**src/rtl/mux_sel_pkg.sv**
```systemverilog
// Shared types and helpers for the round-robin arbiter that drives the
// 8-way priority select mux.
package mux_sel_pkg;

    localparam int N_REQ = 8;
    localparam int SEL_W = N_REQ - 1;
    localparam int IDX_W = 3;

    typedef enum logic [0:0] {
        IDLE,
        GRANT
    } state_t;

    // Requester 7 is the mux's default input, so it is selected by an all-zero vector.
    function automatic logic [SEL_W-1:0] idx_to_select(input logic [IDX_W-1:0] idx);
        logic [SEL_W-1:0] sel;
        sel = '0;
        if (idx != IDX_W'(N_REQ - 1)) begin
            sel = SEL_W'(1) << idx;
        end
        return sel;
    endfunction

endpackage

```
**src/rtl/mux_sel_rr_pick.sv**
```systemverilog
// Combinational rotate-and-find-first: the first request at or above
// start_idx (wrapping upward), ignoring bits set in exclude_mask.
module mux_sel_rr_pick
    import mux_sel_pkg::*;
(
    input  logic [N_REQ-1:0] req,
    input  logic [IDX_W-1:0] start_idx,
    input  logic [N_REQ-1:0] exclude_mask,
    output logic             found,
    output logic [IDX_W-1:0] idx
);

    logic [N_REQ-1:0] w_masked;
    logic [IDX_W-1:0] w_cand;

    assign w_masked = req & ~exclude_mask;

    // Walk from the farthest offset down so the nearest hit is written last.
    always_comb begin
        // NOTE: every output gets a default before the loop, otherwise the
        // "no request" path would hold its old value and infer a latch.
        found  = 1'b0;
        idx    = '0;
        w_cand = '0;
        for (int i = N_REQ - 1; i >= 0; i--) begin
            w_cand = start_idx + IDX_W'(i);
            if (w_masked[w_cand]) begin
                found = 1'b1;
                idx   = w_cand;
            end
        end
    end

endmodule

```
**src/rtl/mux_sel_rr_arbiter.sv**
```systemverilog
// Round-robin arbiter with ack handshake and timeout release; every output
// is a register so the downstream mux select never sees a combinational path.
module mux_sel_rr_arbiter
    import mux_sel_pkg::*;
#(
    parameter int TIMEOUT = 16
) (
    input  logic             clk,
    input  logic             reset_n,
    input  logic [N_REQ-1:0] req,
    input  logic             ack,
    output logic [SEL_W-1:0] select,
    output logic             sel_valid,
    output logic [N_REQ-1:0] grant,
    output logic [IDX_W-1:0] grant_idx,
    output logic             timeout_err
);

    localparam int             CNT_W    = $clog2(TIMEOUT);
    localparam logic [CNT_W-1:0] CNT_LAST = CNT_W'(TIMEOUT - 1);

    state_t           r_state;
    logic [SEL_W-1:0] r_select;
    logic             r_sel_valid;
    logic [N_REQ-1:0] r_grant;
    logic [IDX_W-1:0] r_grant_idx;
    logic             r_timeout_err;
    logic [IDX_W-1:0] r_last_idx;
    logic [CNT_W-1:0] r_cnt;

    logic             w_granting;
    logic [IDX_W-1:0] w_start_idx;
    logic [N_REQ-1:0] w_exclude;
    logic             w_found;
    logic [IDX_W-1:0] w_pick_idx;
    logic             w_release;

    // During a grant the search starts past the current grantee and skips it,
    // which puts a still-requesting grantee behind everyone else.
    assign w_granting  = (r_state == GRANT);
    assign w_start_idx = (w_granting ? r_grant_idx : r_last_idx) + IDX_W'(1);
    assign w_exclude   = w_granting ? r_grant : '0;
    assign w_release   = ack || (r_cnt == CNT_LAST);

    mux_sel_rr_pick u_pick (
        .req          (req),
        .start_idx    (w_start_idx),
        .exclude_mask (w_exclude),
        .found        (w_found),
        .idx          (w_pick_idx)
    );

    // NOTE: all state here uses non-blocking assignment so every register
    // samples the pre-edge values, independent of statement order.
    always_ff @(posedge clk or negedge reset_n) begin
        if (!reset_n) begin
            r_state       <= IDLE;
            r_select      <= '0;
            r_sel_valid   <= 1'b0;
            r_grant       <= '0;
            r_grant_idx   <= '0;
            r_timeout_err <= 1'b0;
            r_last_idx    <= IDX_W'(N_REQ - 1);
            r_cnt         <= '0;
        end else begin
            r_timeout_err <= 1'b0;
            case (r_state)
                IDLE: begin
                    if (w_found) begin
                        r_state     <= GRANT;
                        r_select    <= idx_to_select(w_pick_idx);
                        r_sel_valid <= 1'b1;
                        r_grant     <= N_REQ'(1) << w_pick_idx;
                        r_grant_idx <= w_pick_idx;
                        r_cnt       <= '0;
                    end
                end
                GRANT: begin
                    if (w_release) begin
                        // An ack in the expiry cycle wins, so no error pulse.
                        r_timeout_err <= !ack;
                        r_last_idx    <= r_grant_idx;
                        r_cnt         <= '0;
                        if (w_found) begin
                            r_select    <= idx_to_select(w_pick_idx);
                            r_grant     <= N_REQ'(1) << w_pick_idx;
                            r_grant_idx <= w_pick_idx;
                        end else begin
                            r_state     <= IDLE;
                            r_select    <= '0;
                            r_sel_valid <= 1'b0;
                            r_grant     <= '0;
                            r_grant_idx <= '0;
                        end
                    end else begin
                        // Release fires at CNT_LAST, so the counter never wraps.
                        r_cnt <= r_cnt + CNT_W'(1);
                    end
                end
                default: r_state <= IDLE;
            endcase
        end
    end

    assign select      = r_select;
    assign sel_valid   = r_sel_valid;
    assign grant       = r_grant;
    assign grant_idx   = r_grant_idx;
    assign timeout_err = r_timeout_err;

endmodule

```
**config.mk**
```make
export PLATFORM = sky130hd
export DESIGN_NAME = mux_sel_rr_arbiter
export DESIGN_NICKNAME = d
export VERILOG_FILES = /design/src/rtl/mux_sel_pkg.sv /design/src/rtl/mux_sel_rr_pick.sv /design/src/rtl/mux_sel_rr_arbiter.sv
export SDC_FILE = /design/constraint.sdc
export NUM_CORES = 1
export LEC_CHECK = 0
export BUFFER_PORTS_ARGS = -buffer_cell sky130_fd_sc_hd__buf_2
export CORE_ASPECT_RATIO = 1.4
export CORE_MARGIN = 5
export CORE_UTILIZATION = 30
export DETAILED_ROUTE_END_ITERATION = 16
export PLACE_DENSITY_LB_ADDON = 0.08
export SLEW_MARGIN = 25
export SYNTH_ARGS = -nofsm -noshare
export SYNTH_HDL_FRONTEND = slang
export SYNTH_SLANG_ARGS = --single-unit
```
**constraint.sdc**
```tcl
create_clock -name clk -period 4 [get_ports clk]
set_clock_uncertainty 0.15 [all_clocks]
set_input_delay 0 -clock clk [delete_from_list [all_inputs] [get_ports clk]]
set_output_delay 0 -clock clk [all_outputs]
set_load 0.02 [all_outputs]
```
# == Word level (Yosys, flattened, before mapping) ==
# Index checks and enable logic that the tools add are counted.
# classes
n_reduce_logical,5
n_bitwise,3
magnitude_cmp,8
mux,59
n_addsub,9
shifts,2
eq_ne,5
# ops
op,count
3-bit two-way mux,12
"3-bit by 4-bit < comparator with 1-bit output, second input constant",8
8-bit two-way mux,4
7-bit two-way mux,4
1-bit binary-select mux with 3-bit select,8
1-bit two-way mux,23
8-bit one-hot mux with 2 select lines,1
7-bit one-hot mux with 2 select lines,1
"3-bit adder, second input constant",4
8-bit AND,1
4-bit two-way mux,2
8-bit NOT,1
4-bit one-hot mux with 2 select lines,1
"1-bit by 3-bit left shift with 8-bit output, first input constant",1
"1-bit by 3-bit left shift with 7-bit output, first input constant",1
"3-bit by 1-bit adder with 3-bit output, second input constant",2
"3-bit by 2-bit adder with 3-bit output, second input constant",2
3-bit one-hot mux with 2 select lines,1
"4-bit by 1-bit adder with 4-bit output, second input constant",1
"4-bit equality test, second input constant",1
"2-bit by 1-bit != test with 1-bit output, second input constant",2
1-bit one-hot mux with 2 select lines,2
2-bit AND reduction,2
"3-bit != test, second input constant",1
5 further kinds,5
# totals
inputBits,11
register_bits,28
out_inout_bits,20
elab_cells,99

# == Logic depth before layout (Yosys ltp) ==
# Gate-level depths: netlist (run 1).
# logic_depth
word_depth,18
depth_mapped,17
mapped_depth_nobuf,13

# == Modules after synthesis ==
# A second synthesis (run 1) with hierarchy kept.
# unflattened
cells_unflattened,220
hier_area_um2,2538.7
# by_module_without_submodules
mod,seq_area_each_um2,cells_each,area_per_inst_um2,n_inst
mux_sel_rr_arbiter,679.4,101,1297.5,1
mux_sel_rr_pick,0.0,119,1241.2,1

# == Least setup slack after synthesis (run 1) ==
# No wires, ideal clock.
# synth_path
kind,register to register
start,register r_grant_idx[0] (netlist: grant_idx[0])
end,register r_grant[0] (netlist: grant[0])
stages_incl_launch_ff,14
required_time_ns,3.774
arrival_ns,3.337
slack_ns,0.437
n_path_buf,1
path_cell_list,dfrtp_1 mux2i_4 inv_1 ha_1 buf_2 inv_1 xnor2_2 mux2_2 a21oi_1 nor2_1 a31oi_2 o211ai_1 or3_4 o21ai_1
# synth_via
elab_chain_len,17
# synth_lines
item,line_no,text
start: declaration,mux_sel_rr_arbiter.sv:26,logic [IDX_W-1:0] r_grant_idx;
start signal: assignment,mux_sel_rr_arbiter.sv:74,r_grant_idx <= w_pick_idx;
start signal: assignment,mux_sel_rr_arbiter.sv:87,r_grant_idx <= w_pick_idx;
3-bit two-way mux *,mux_sel_rr_arbiter.sv:41,assign w_start_idx = (w_granting ? r_grant_idx : r_last_idx) + IDX_W'(1);
3-bit by 1-bit adder with 3-bit output *,mux_sel_rr_arbiter.sv:41,
3-bit adder,mux_sel_rr_pick.sv:26,w_cand = start_idx + IDX_W'(i);
1-bit binary-select mux with 3-bit select,mux_sel_rr_pick.sv:27,if (w_masked[w_cand]) begin
1-bit two-way mux (not written as such),mux_sel_rr_pick.sv:27,
3-bit two-way mux (8 in series),mux_sel_rr_pick.sv:27,
1-bit by 3-bit left shift with 8-bit output,"mux_sel_rr_arbiter.sv:73, mux_sel_rr_arbiter.sv:86",
8-bit two-way mux,mux_sel_rr_arbiter.sv:84,if (w_found) begin
8-bit two-way mux,mux_sel_rr_arbiter.sv:79,if (w_release) begin
8-bit one-hot mux with 2 select lines,mux_sel_rr_arbiter.sv:67,case (r_state)
end signal: assignment,mux_sel_rr_arbiter.sv:73,r_grant <= N_REQ'(1) << w_pick_idx;
end signal: assignment,mux_sel_rr_arbiter.sv:86,r_grant <= N_REQ'(1) << w_pick_idx;
end: declaration,mux_sel_rr_arbiter.sv:25,logic [N_REQ-1:0] r_grant;
# Mark *: on every way between the ends. The rest lies on a longest branch, timed or not. The select of a mux whose other input is x is not followed.
# A chain may end at the register's enable or synchronous reset.

# == Worst setup path after layout (run 1) ==
# layout_path
start,register r_state
end,register r_grant_idx[1] (netlist: grant_idx[1])
# layout_via
elab_chain_len,16
# layout_lines
item,line_no,text
start: declaration,mux_sel_rr_arbiter.sv:22,state_t r_state;
start signal: assignment,mux_sel_rr_arbiter.sv:57,r_state <= IDLE;
start signal: assignment,mux_sel_rr_arbiter.sv:70,r_state <= GRANT;
start signal: assignment,mux_sel_rr_arbiter.sv:89,r_state <= IDLE;
3-bit two-way mux / 8-bit two-way mux (equally long branches),"mux_sel_rr_arbiter.sv:41, mux_sel_rr_arbiter.sv:42",
3-bit by 1-bit adder with 3-bit output / 8-bit NOT (equally long branches),"mux_sel_rr_arbiter.sv:41, mux_sel_rr_pick.sv:16",
3-bit adder / 8-bit AND (equally long branches),"mux_sel_rr_pick.sv:26, mux_sel_rr_pick.sv:16",
1-bit binary-select mux with 3-bit select,mux_sel_rr_pick.sv:27,
1-bit two-way mux (not written as such),mux_sel_rr_pick.sv:27,
3-bit two-way mux / 1-bit two-way mux (equally long branches) (8 in series),mux_sel_rr_pick.sv:27,
3-bit two-way mux,mux_sel_rr_arbiter.sv:84,
3-bit two-way mux,mux_sel_rr_arbiter.sv:79,
3-bit one-hot mux with 2 select lines,mux_sel_rr_arbiter.sv:67,
# Parallel ways exist; a longest one is shown, timed or not. The select of a mux whose other input is x is not followed.

==> flow_metrics.py, run 1 <==
metrics = {
    "outcome": {
        "status": "finished clean",
    },
    "global_route": {
        "grt_pass1_vias": 2326,
        "grt_overflow": 0,
        "grt_pass1_wl_um": 12300,
        "antenna_found_initial": 0,
        "track_usage": 0.154,
        "grt_max_degree": 29,
    },
    "floorplan": {
        "ios": 31,
        "start_util": 0.306,
        "fp.dieH_um": 117,
        "die_x_um": 86.8,
        "dieArea_um2": 10200,
        "rows": 39,
        "core_um2": 8100,
    },
    "synth": {
        "yosys-top-cells-area": "dfrtp_1 (25%), mux2i_1 (7.7%), nand2_1 (6.2%)",
        "syn-instance-count": 270,
        "avgSynthCellArea_um2": 9.17,
        "syn_area_um2": 2470,
        "netlist-cell-type-count": 73,
        "yosysTopAreaCellShare": 0.253,
        "ys_seq_area_frac": 0.285,
        "yosysWarnings": 0,
        "synth_nets": 285,
        "synth_seq_cells": 28,
        "synth-edff-count": 0,
        "synthFlopType": "dfrtp_1",
        "synth.largest_area_cell": "dfrtp_1",
        "ys_async_sr_fraction": 1.00,
    },
    "cts": {
        "h-tree-depth": 1,
        "clock_sinks": 28,
        "clk_pin_slew_ns": 0.07,
        "numCtsBuffers": 3,
        "post_cts_buffers": 0,
        "clock_latency_ns": 0.26,
        "clock_path_buffers": 2,
        "root_buffer": "clkbuf_16",
        "cts_tree": "yes",
    },
    "power": {
        "pwr_density_cell_nw_per_um2": 992,
        "power_leakage_uw": 0.00135,
        "total_power_uw": 2890,
        "ir_drop_uv": 400,
    },
    "placement": {
        "gp_congestion": 0.849,
        "pre_cts_ws_ns": 0.326,
        "hpwlAfterDp_um": 6390,
        "dpl-instance-area_um2": 2800,
        "io_buffers": 30,
        "placed_cells": 410,
    },
    "sta": {
        "tns_ns": 0,
        "worstMarginPinSlew_ns": 0.686,
        "grt_setup_unrepaired": "no",
        "setup_viol": 0,
        "maxSlewViolCount": 0,
        "min_period_ns": 3.67,
        "timing.final.ws_setup_ns": 0.330,
        "fin_crit_sh": 0.918,
        "hold_viol_final": 0,
        "timing.fmax_mhz": 272,
        "slew_headroom": 0.539,
    },
    "critical_path": {
        "worstPathMaxFanout": 17,
        "worstPathArrival_ns": 3.73,
        "cp-start-kind": "flop",
        "endpoint_kind": "flop",
        "worstPathRequired_ns": 4.06,
        "critPathKind": "reg2reg",
    },
    "routing": {
        "drc": 0,
        "vias": 2254,
        "drtIter0Drc": 101,
        "antenna_left": 0,
        "detail_route.wl_per_cell_um": 18.9,
        "routed_wl_um": 7850,
        "first_pass_iters": 4,
        "vias_per_cell": 5.42,
    },
    "run": {
        "max-cap-violations": 0,
    },
    "finish": {
        "final_area_um2": 2910,
        "diodes": 0,
        "drive_gt1_frac": 0.277,
        "nets": 330,
        "syn_to_final_growth_pct": 17.6,
        "final_cells": 416,
    },
    "worst_hold_path": {
        "min_path_type": "in2async",
    },
}
[power by group]
part	switching, uW	internal, uW	total, uW
Combinational	1300	902	2200
Clock	95.1	153	249
Sequential	77.9	362	440
Total	1470	1420	2890
[cells by family (layout without fill, tap and decap cells)]
kind of cell	Yosys count	after routing	share of synthesized area
compound gates	90	90	0.258
xor+xnor	7	7	0.0354
fa+ha+maj	4	4	0.0202
buf+inv	19	63	0.0516
flops	28	28	0.285
mux	32	32	0.162
simple gates	90	90	0.188
[flip-flops by register name (all words and copies together) (netlist names)]
signal       cells
grant            8
grant_idx        3
r_cnt            4
r_last_idx       3
r_state          1
sel_valid        1
select           7
timeout_err      1
[through the flow]
step	hold WS, ns	util
finish	0.132	0.359
CTS	0.152	0.359
detailed placement	-0.0858	0.345
global route	0.202	0.359
floorplan	-0.446	-
global placement	-0.0854	0.345
[per-layer routing]
metal  GRT usage  wire [um]
met1       0.165       3100
met5           0          0
met2       0.297       4380
met4      0.0634        198
met3      0.0112        170
[area by class of cell]
class	instances	area, um^2
fill	890	5190
multi-input combinational	223	1650
sequential	28	704
timing repair buffer	51	313
tap	102	128
clock buffer	4	88.8
inverter	8	30.0
[placed cells by master (no fill, tap or decap), types with 3 or more instances in the layout]
master | Yosys | final
buf_2 | 2 | 30
nand3_1 | 7 | 7
and3b_1 | 5 | 5
nor2_1 | 8 | 8
nor3_1 | 3 | 3
nand2_1 | 41 | 41
xnor2_1 | 3 | 3
nor3b_1 | 4 | 4
and3_1 | 5 | 5
inv_1 | 6 | 6
ha_1 | 4 | 4
o21ai_1 | 13 | 13
a21boi_0 | 8 | 8
a21oi_1 | 8 | 8
dfstp_2 | 3 | 3
o21ai_0 | 20 | 20
o22ai_1 | 4 | 4
mux2i_1 | 19 | 19
a211oi_1 | 6 | 5
buf_4 | 0 | 19
dfrtp_1 | 25 | 25
mux2_2 | 5 | 5
clkbuf_16 | 0 | 3
nand2b_1 | 4 | 4
[cell usage after synthesis, drive strengths merged, types with 3 or more instances]
master,number
ha,4
and3,5
mux2,7
nand2b,4
o22ai,4
clkbuf,5
dfrtp,25
nor3b,4
nor3,3
nand2,43
o21ai,33
mux2i,22
inv,7
xnor2,5
a21oi,9
a211oi,6
nand3,7
a31oi,3
a21boi,9
dfstp,3
mux4,3
o211ai,3
buf,5
nor2,9
and3b,6
[critical path, stage by stage (launching register included)]
cell	delay, ns
dfrtp_1	0.53
mux2i_4	0.31
inv_1	0.08
ha_1	0.20
buf_4	0.18
xor2_1	0.16
a32o_1	0.26
o21ai_0	0.16
buf_4	0.16
a21oi_1	0.08
nor2_1	0.25
a31oi_2	0.15
buf_4	0.17
nor2_2	0.54
a22o_2	0.24
[repair_timing]
item | in CTS | in global routing
hold endpoints to repair | 27 | 0
endpoints found under the setup margin | 0 | 2
hold buffers | 2 | 0
resized for setup | 0 | 1
[worst paths after layout]
path,startpoint,to,slack (ns),depth (start not counted)
worst max-delay path,r_state,grant_idx[1],0.33,14
worst min-delay path,reset_n,grant[7],0.13,2
worst max register to register,r_state,grant_idx[1],0.33,14
worst min register to register,r_last_idx[1],r_last_idx[1],0.31,2
max in group asynchronous,reset_n,r_state,3.15,2
min in group clk,r_last_idx[1],r_last_idx[1],0.31,2
(Power assumes the default switching activity.)
==> run 2: changes to the inputs <==
--- a/config.mk
+++ b/config.mk
@@ -8,7 +8,7 @@
 export BUFFER_PORTS_ARGS = -buffer_cell sky130_fd_sc_hd__buf_2
 export CORE_ASPECT_RATIO = 1.4
 export CORE_MARGIN = 5
-export CORE_UTILIZATION = 30
+export CORE_UTILIZATION = 57
 export DETAILED_ROUTE_END_ITERATION = 16
 export PLACE_DENSITY_LB_ADDON = 0.08
 export SLEW_MARGIN = 25
==> constraint.sdc (replaced) <==
create_clock -name clk -period 3.9 [get_ports clk]
set_clock_uncertainty 0.15 [all_clocks]
set_input_delay 0 -clock clk [delete_from_list [all_inputs] [get_ports clk]]
set_output_delay 0 -clock clk [all_outputs]
set_load 0.02 [all_outputs]
==> run 2 against run 1 <==
Against the previous run:
- fmax is 0.84% higher
- first-iteration DRC count is 32% higher
- register-to-register slack worse by 0.07 ns
- worst setup slack worse by 0.069 ns
- wire length is 15% lower
- critical path depth is 2 lower
- sequential power is 2% higher
- global-route usage is 10 points higher
- non-clock buffer count is 5 lower
- utilization is 30 points higher
- combinational power hardly changed
- critical path type unchanged
==> flow_metrics.py, run 2 (synthesized netlist as in run 1, its figures left out) <==
metrics = {
    "cts": {
        "root_buffer": "clkbuf_8",
        "clk_pin_slew_ns": 0.09,
        "numCtsBuffers": 3,
        "clock_path_buffers": 2,
        "cts_tree": "yes",
        "post_cts_buffers": 0,
        "h-tree-depth": 1,
        "clock_latency_ns": 0.27,
        "clock_sinks": 28,
    },
    "floorplan": {
        "start_util": 0.589,
        "fp.dieH_um": 88.0,
        "rows": 28,
        "die_x_um": 65.7,
        "core_um2": 4200,
        "dieArea_um2": 5780,
        "ios": 31,
    },
    "finish": {
        "nets": 325,
        "largest_register_ffs": 8,
        "syn_to_final_growth_pct": 12.3,
        "final_cell_mix": "nand2_1 (41), buf_2 (30), dfrtp_1 (24)",
        "final_common_cell": "nand2_1",
        "drive_gt1_frac": 0.275,
        "diodes": 0,
    },
    "sta": {
        "hold_viol_final": 0,
        "tns_ns": 0,
        "slew_headroom": 0.565,
        "grt_setup_unrepaired": "no",
        "setup_viol": 0,
        "maxSlewViolCount": 0,
        "min_period_ns": 3.64,
        "fin_crit_sh": 0.933,
        "timing.fmax_mhz": 275,
        "worstMarginPinSlew_ns": 0.647,
    },
    "critical_path": {
        "worstPathRequired_ns": 3.95,
        "cp-start-kind": "flop",
        "endpoint_kind": "flop",
        "worstPathArrival_ns": 3.69,
        "critPathKind": "reg2reg",
        "reg2reg_from": "r_state",
        "setup.worst_path.start": "r_state",
        "worstPathMaxFanout": 10,
    },
    "placement": {
        "gp_congestion": 0.968,
        "io_buffers": 30,
        "hpwlAfterDp_um": 5390,
    },
    "routing": {
        "vias": 2270,
        "first_pass_iters": 4,
        "detail_route.wl_per_cell_um": 19.0,
        "drtIter0Drc": 133,
        "routed_wl_um": 6710,
        "antenna_left": 0,
        "drc": 0,
        "vias_per_cell": 6.41,
    },
    "power": {
        "total_power_uw": 2830,
        "clockPowerShare": 0.063,
        "comb_power_share": 0.779,
        "seq_power_share": 0.158,
        "power_leakage_uw": 0.00131,
        "ir_drop_uv": 685,
        "pwr_density_cell_nw_per_um2": 1020,
        "p_int_uw": 1360,
        "power.switching_uw": 1470,
        "swShare": 0.519,
    },
    "global_route": {
        "antenna_found_initial": 0,
        "track_usage": 0.254,
        "grt_pass1_vias": 2307,
        "grt_overflow": 0,
        "grt_max_degree": 29,
        "grt_pass1_wl_um": 11400,
    },
    "run": {
        "max-cap-violations": 0,
    },
    "worst_hold_path": {
        "min_path_type": "in2async",
    },
    "outcome": {
        "status": "finished clean",
    },
}
## run 2: critical path, stage by stage (launching register included)
cell and delay, ns:
dfrtp_2 0.48, mux2i_1 0.31, inv_2 0.07, buf_4 0.18, ha_1 0.38, clkinvlp_4 0.22, nand3_1 0.20, nand3_1 0.11
o21ai_1 0.28, mux2_2 0.39, a41o_1 0.25, or3_4 0.41, o21ai_1 0.15
## run 2: what timing repair did
action,CTS,global route
hold buffers,2,0
gates resized for setup,0,6
hold endpoints to repair,31,0
setup endpoints to repair,0,18
## run 2: power groups by stage
stage          Sequential (uW)  Clock (uW)  Combinational (uW)
6_report                   447         179                2200
5_1_grt                    457         194                2430
4_1_cts                    448         180                2150
3_5_place_dp               453           0                2140
3_3_place_gp               452           0                2110
2_1_floorplan              477           0                1640
## run 2: layout make-up
class                      count  area (um^2)
clock buffer                   4         55.1
fill                         386         1420
inverter                       8         33.8
multi-input combinational    223         1650
sequential                    28          706
tap                           45         56.3
timing repair buffer          46          275
## run 2: per-layer routing
metal	vias up	track usage	wire (um)
li1	1094	-	-
met1	1081	0.309	2600
met2	69	0.447	3590
met3	26	0.0205	199
met4	0	0.125	320
met5	-	0	0
## run 2: final timing paths
check                                 to  slack (ns)  cells after the start
setup reg to reg                grant[2]        0.26                     12
min in group clk           r_last_idx[1]        0.32                      2
setup / recovery                grant[2]        0.26                     12
max in group asynchronous        r_state        3.06                      2
hold / removal               timeout_err        0.11                      2
hold reg to reg            r_last_idx[1]        0.32                      2
## run 2: through the flow
step                      utilization  std cells  worst slack, ns  hold WS (ns)  area (um^2)
after detailed placement        0.640        348            0.160        -0.105         2690
after global routing            0.661        354           0.0231         0.148         2780
after global placement          0.640        348            0.297        -0.110         2690
final                           0.661        354            0.260         0.107         2780
after floorplan                     -        270            0.337        -0.446         2470
after CTS                       0.657        354            0.130         0.142         2760
==> run 3: changes to the inputs <==
--- a/config.mk
+++ b/config.mk
@@ -8,7 +8,7 @@
 export BUFFER_PORTS_ARGS = -buffer_cell sky130_fd_sc_hd__buf_2
 export CORE_ASPECT_RATIO = 1.4
 export CORE_MARGIN = 5
-export CORE_UTILIZATION = 57
+export CORE_UTILIZATION = 30
 export DETAILED_ROUTE_END_ITERATION = 16
 export PLACE_DENSITY_LB_ADDON = 0.08
 export SLEW_MARGIN = 25
==> constraint.sdc (replaced) <==
create_clock -name clk -period 3.3 [get_ports clk]
set_clock_uncertainty 0.15 [all_clocks]
set_input_delay 0 -clock clk [delete_from_list [all_inputs] [get_ports clk]]
set_output_delay 0 -clock clk [all_outputs]
set_load 0.02 [all_outputs]
==> run 3 against run 2 <==
Against the previous run:
- clock-buffer cell count unchanged
- combinational power is 65% higher
- sequential share of layout area shrank 4.6 points
- wire length is 19% higher
- sequential cell count unchanged
- hold slack improved by 0.029 ns
- cell count is 28% higher
- via count increased by 5.2%
- highest routed layer unchanged
- critical path type unchanged
- register-to-register slack lost 0.16 ns
- critical path depth shrank 2
- largest power group unchanged
- total power rose by 56%
==> flow_metrics.py, run 3 (synthesized netlist as in run 1, its figures left out) <==
metrics = {
    "critical_path": {
        "cp-start-kind": "flop",
        "critPathKind": "reg2reg",
        "crit_chain": "buf_4 > mux2_4 > buf_6 > mux4_2 > mux2_4 > a2111o_1 > o211ai_2 > a21bo_4 > buf_6 > o21ai_1",
        "worstPathArrival_ns": 3.20,
        "worstPathMaxFanout": 10,
        "worstPathRequired_ns": 3.30,
        "endpoint_kind": "flop",
        "critical-path-slowest-cell": "mux4_2",
        "cpPeakStageDelay_ns": 0.51,
        "path_delay_family": "multiplexers",
        "path_buf_inv": 3,
    },
    "sta": {
        "tns_ns": 0,
        "fin_crit_sh": 0.970,
        "timing.fmax_mhz": 313,
        "slew_headroom": 0.581,
        "hold_viol_final": 0,
        "min_period_ns": 3.20,
        "maxSlewViolCount": 0,
        "setup_viol": 0,
        "grt_setup_unrepaired": "yes",
        "worstMarginPinSlew_ns": 0.629,
    },
    "global_route": {
        "track_usage": 0.161,
        "antenna_found_initial": 0,
        "grt_max_degree": 29,
        "grt_pass1_wl_um": 12800,
        "grt_overflow": 0,
        "grt_pass1_vias": 2469,
    },
    "finish": {
        "fillers": 847,
        "final_cell_mix": "buf_4 (52), nand2_1 (41), buf_2 (30)",
        "nets": 367,
        "final_area_um2": 3400,
        "final_cells": 453,
        "syn_to_final_growth_pct": 37.5,
        "diodes": 0,
        "largest_register_ffs": 8,
        "final_common_cell": "buf_4",
        "drive_gt1_frac": 0.430,
    },
    "floorplan": {
        "start_util": 0.306,
        "ios": 31,
        "rows": 39,
        "die_x_um": 86.8,
        "core_um2": 8100,
        "fp.dieH_um": 117,
        "dieArea_um2": 10200,
    },
    "placement": {
        "placed_cells": 442,
        "gp_congestion": 0.851,
        "io_buffers": 30,
        "hpwlAfterDp_um": 6520,
        "dpl-instance-area_um2": 3060,
    },
    "cts": {
        "clk_pin_slew_ns": 0.07,
        "root_buffer": "clkbuf_16",
        "clock_path_buffers": 2,
        "clock_latency_ns": 0.26,
        "clock_sinks": 28,
        "h-tree-depth": 1,
        "numCtsBuffers": 3,
        "cts_tree": "yes",
    },
    "routing": {
        "antenna_left": 0,
        "detail_route.wl_per_cell_um": 17.6,
        "drtIter0Drc": 66,
        "vias": 2389,
        "first_pass_iters": 5,
        "drc": 0,
        "routed_wl_um": 7990,
        "vias_per_cell": 5.27,
    },
    "outcome": {
        "status": "finished clean",
    },
    "power": {
        "comb_power_share": 0.819,
        "p_int_uw": 2360,
        "pwr_density_cell_nw_per_um2": 1300,
        "ir_drop_uv": 741,
        "power.switching_uw": 2060,
        "power_leakage_uw": 0.00158,
        "swShare": 0.466,
        "clockPowerShare": 0.068,
        "seq_power_share": 0.113,
    },
    "worst_hold_path": {
        "min_path_type": "in2async",
    },
    "run": {
        "max-cap-violations": 0,
    },
}
[run 3: area by class of cell]
| cell class | count | area [um^2] | share of cell area |
|---|---|---|---|
| inverters | 8 | 30.0 | 0.00883 |
| repair buffers | 88 | 618 | 0.182 |
| clock buffers | 4 | 88.8 | 0.0261 |
| multi-input cells | 223 | 1830 | 0.538 |
| flip-flops and latches | 28 | 707 | 0.208 |
| well taps | 102 | 128 | 0.0375 |
[run 3: per-stage QoR]
stage                     setup WS [ns]   util  power, uW  hold slack [ns]
final                             0.100  0.420       4410            0.136
after global routing            -0.0222  0.420       4700            0.226
after CTS                        0.0153  0.401       4060            0.160
after detailed placement         -0.185  0.378       3620          -0.0860
after global placement           -0.152  0.378       3640          -0.0897
after floorplan                 0.00875      -       2520           -0.446
[run 3: worst paths after layout]
kind | depth (start not counted) | to | from | slack [ns]
hold reg to reg | 2 | r_last_idx[2] | r_last_idx[2] | 0.32
min in group clk | 2 | r_last_idx[2] | r_last_idx[2] | 0.32
setup / recovery | 10 | grant[2] | r_state | 0.10
setup reg to reg | 10 | grant[2] | r_state | 0.10
max in group asynchronous | 2 | grant_idx[0] | reset_n | 2.42
hold / removal | 2 | r_cnt[1] | reset_n | 0.14
[run 3: power groups by stage]
| stage | logic [uW] | registers (uW) | clock network (uW) |
|---|---|---|---|
| 2_1_floorplan | 1950 | 567 | 0 |
| 3_3_place_gp | 3130 | 510 | 0 |
| 3_5_place_dp | 3110 | 509 | 0 |
| 4_1_cts | 3230 | 507 | 317 |
| 5_1_grt | 3870 | 510 | 327 |
| 6_report | 3620 | 498 | 300 |
[run 3: timing repair]
item / CTS / global route
resized for setup: 14 / 24
hold endpoints to repair: 27 / 0
pin swaps: 4 / 11
hold buffers: 2 / 0
buffers inserted: 1 / 4
setup endpoints to repair: 17 / 21
[run 3: routing by layer]
layer / track usage / wire, um / share of wire / vias up
li1: - / - / - / 1176
met1: 0.184 / 3200 / 0.40 / 1145
met2: 0.290 / 4300 / 0.54 / 48
met3: 0.0112 / 140 / 0.018 / 20
met4: 0.0828 / 353 / 0.044 / 0
met5: 0 / 0 / 0 / -
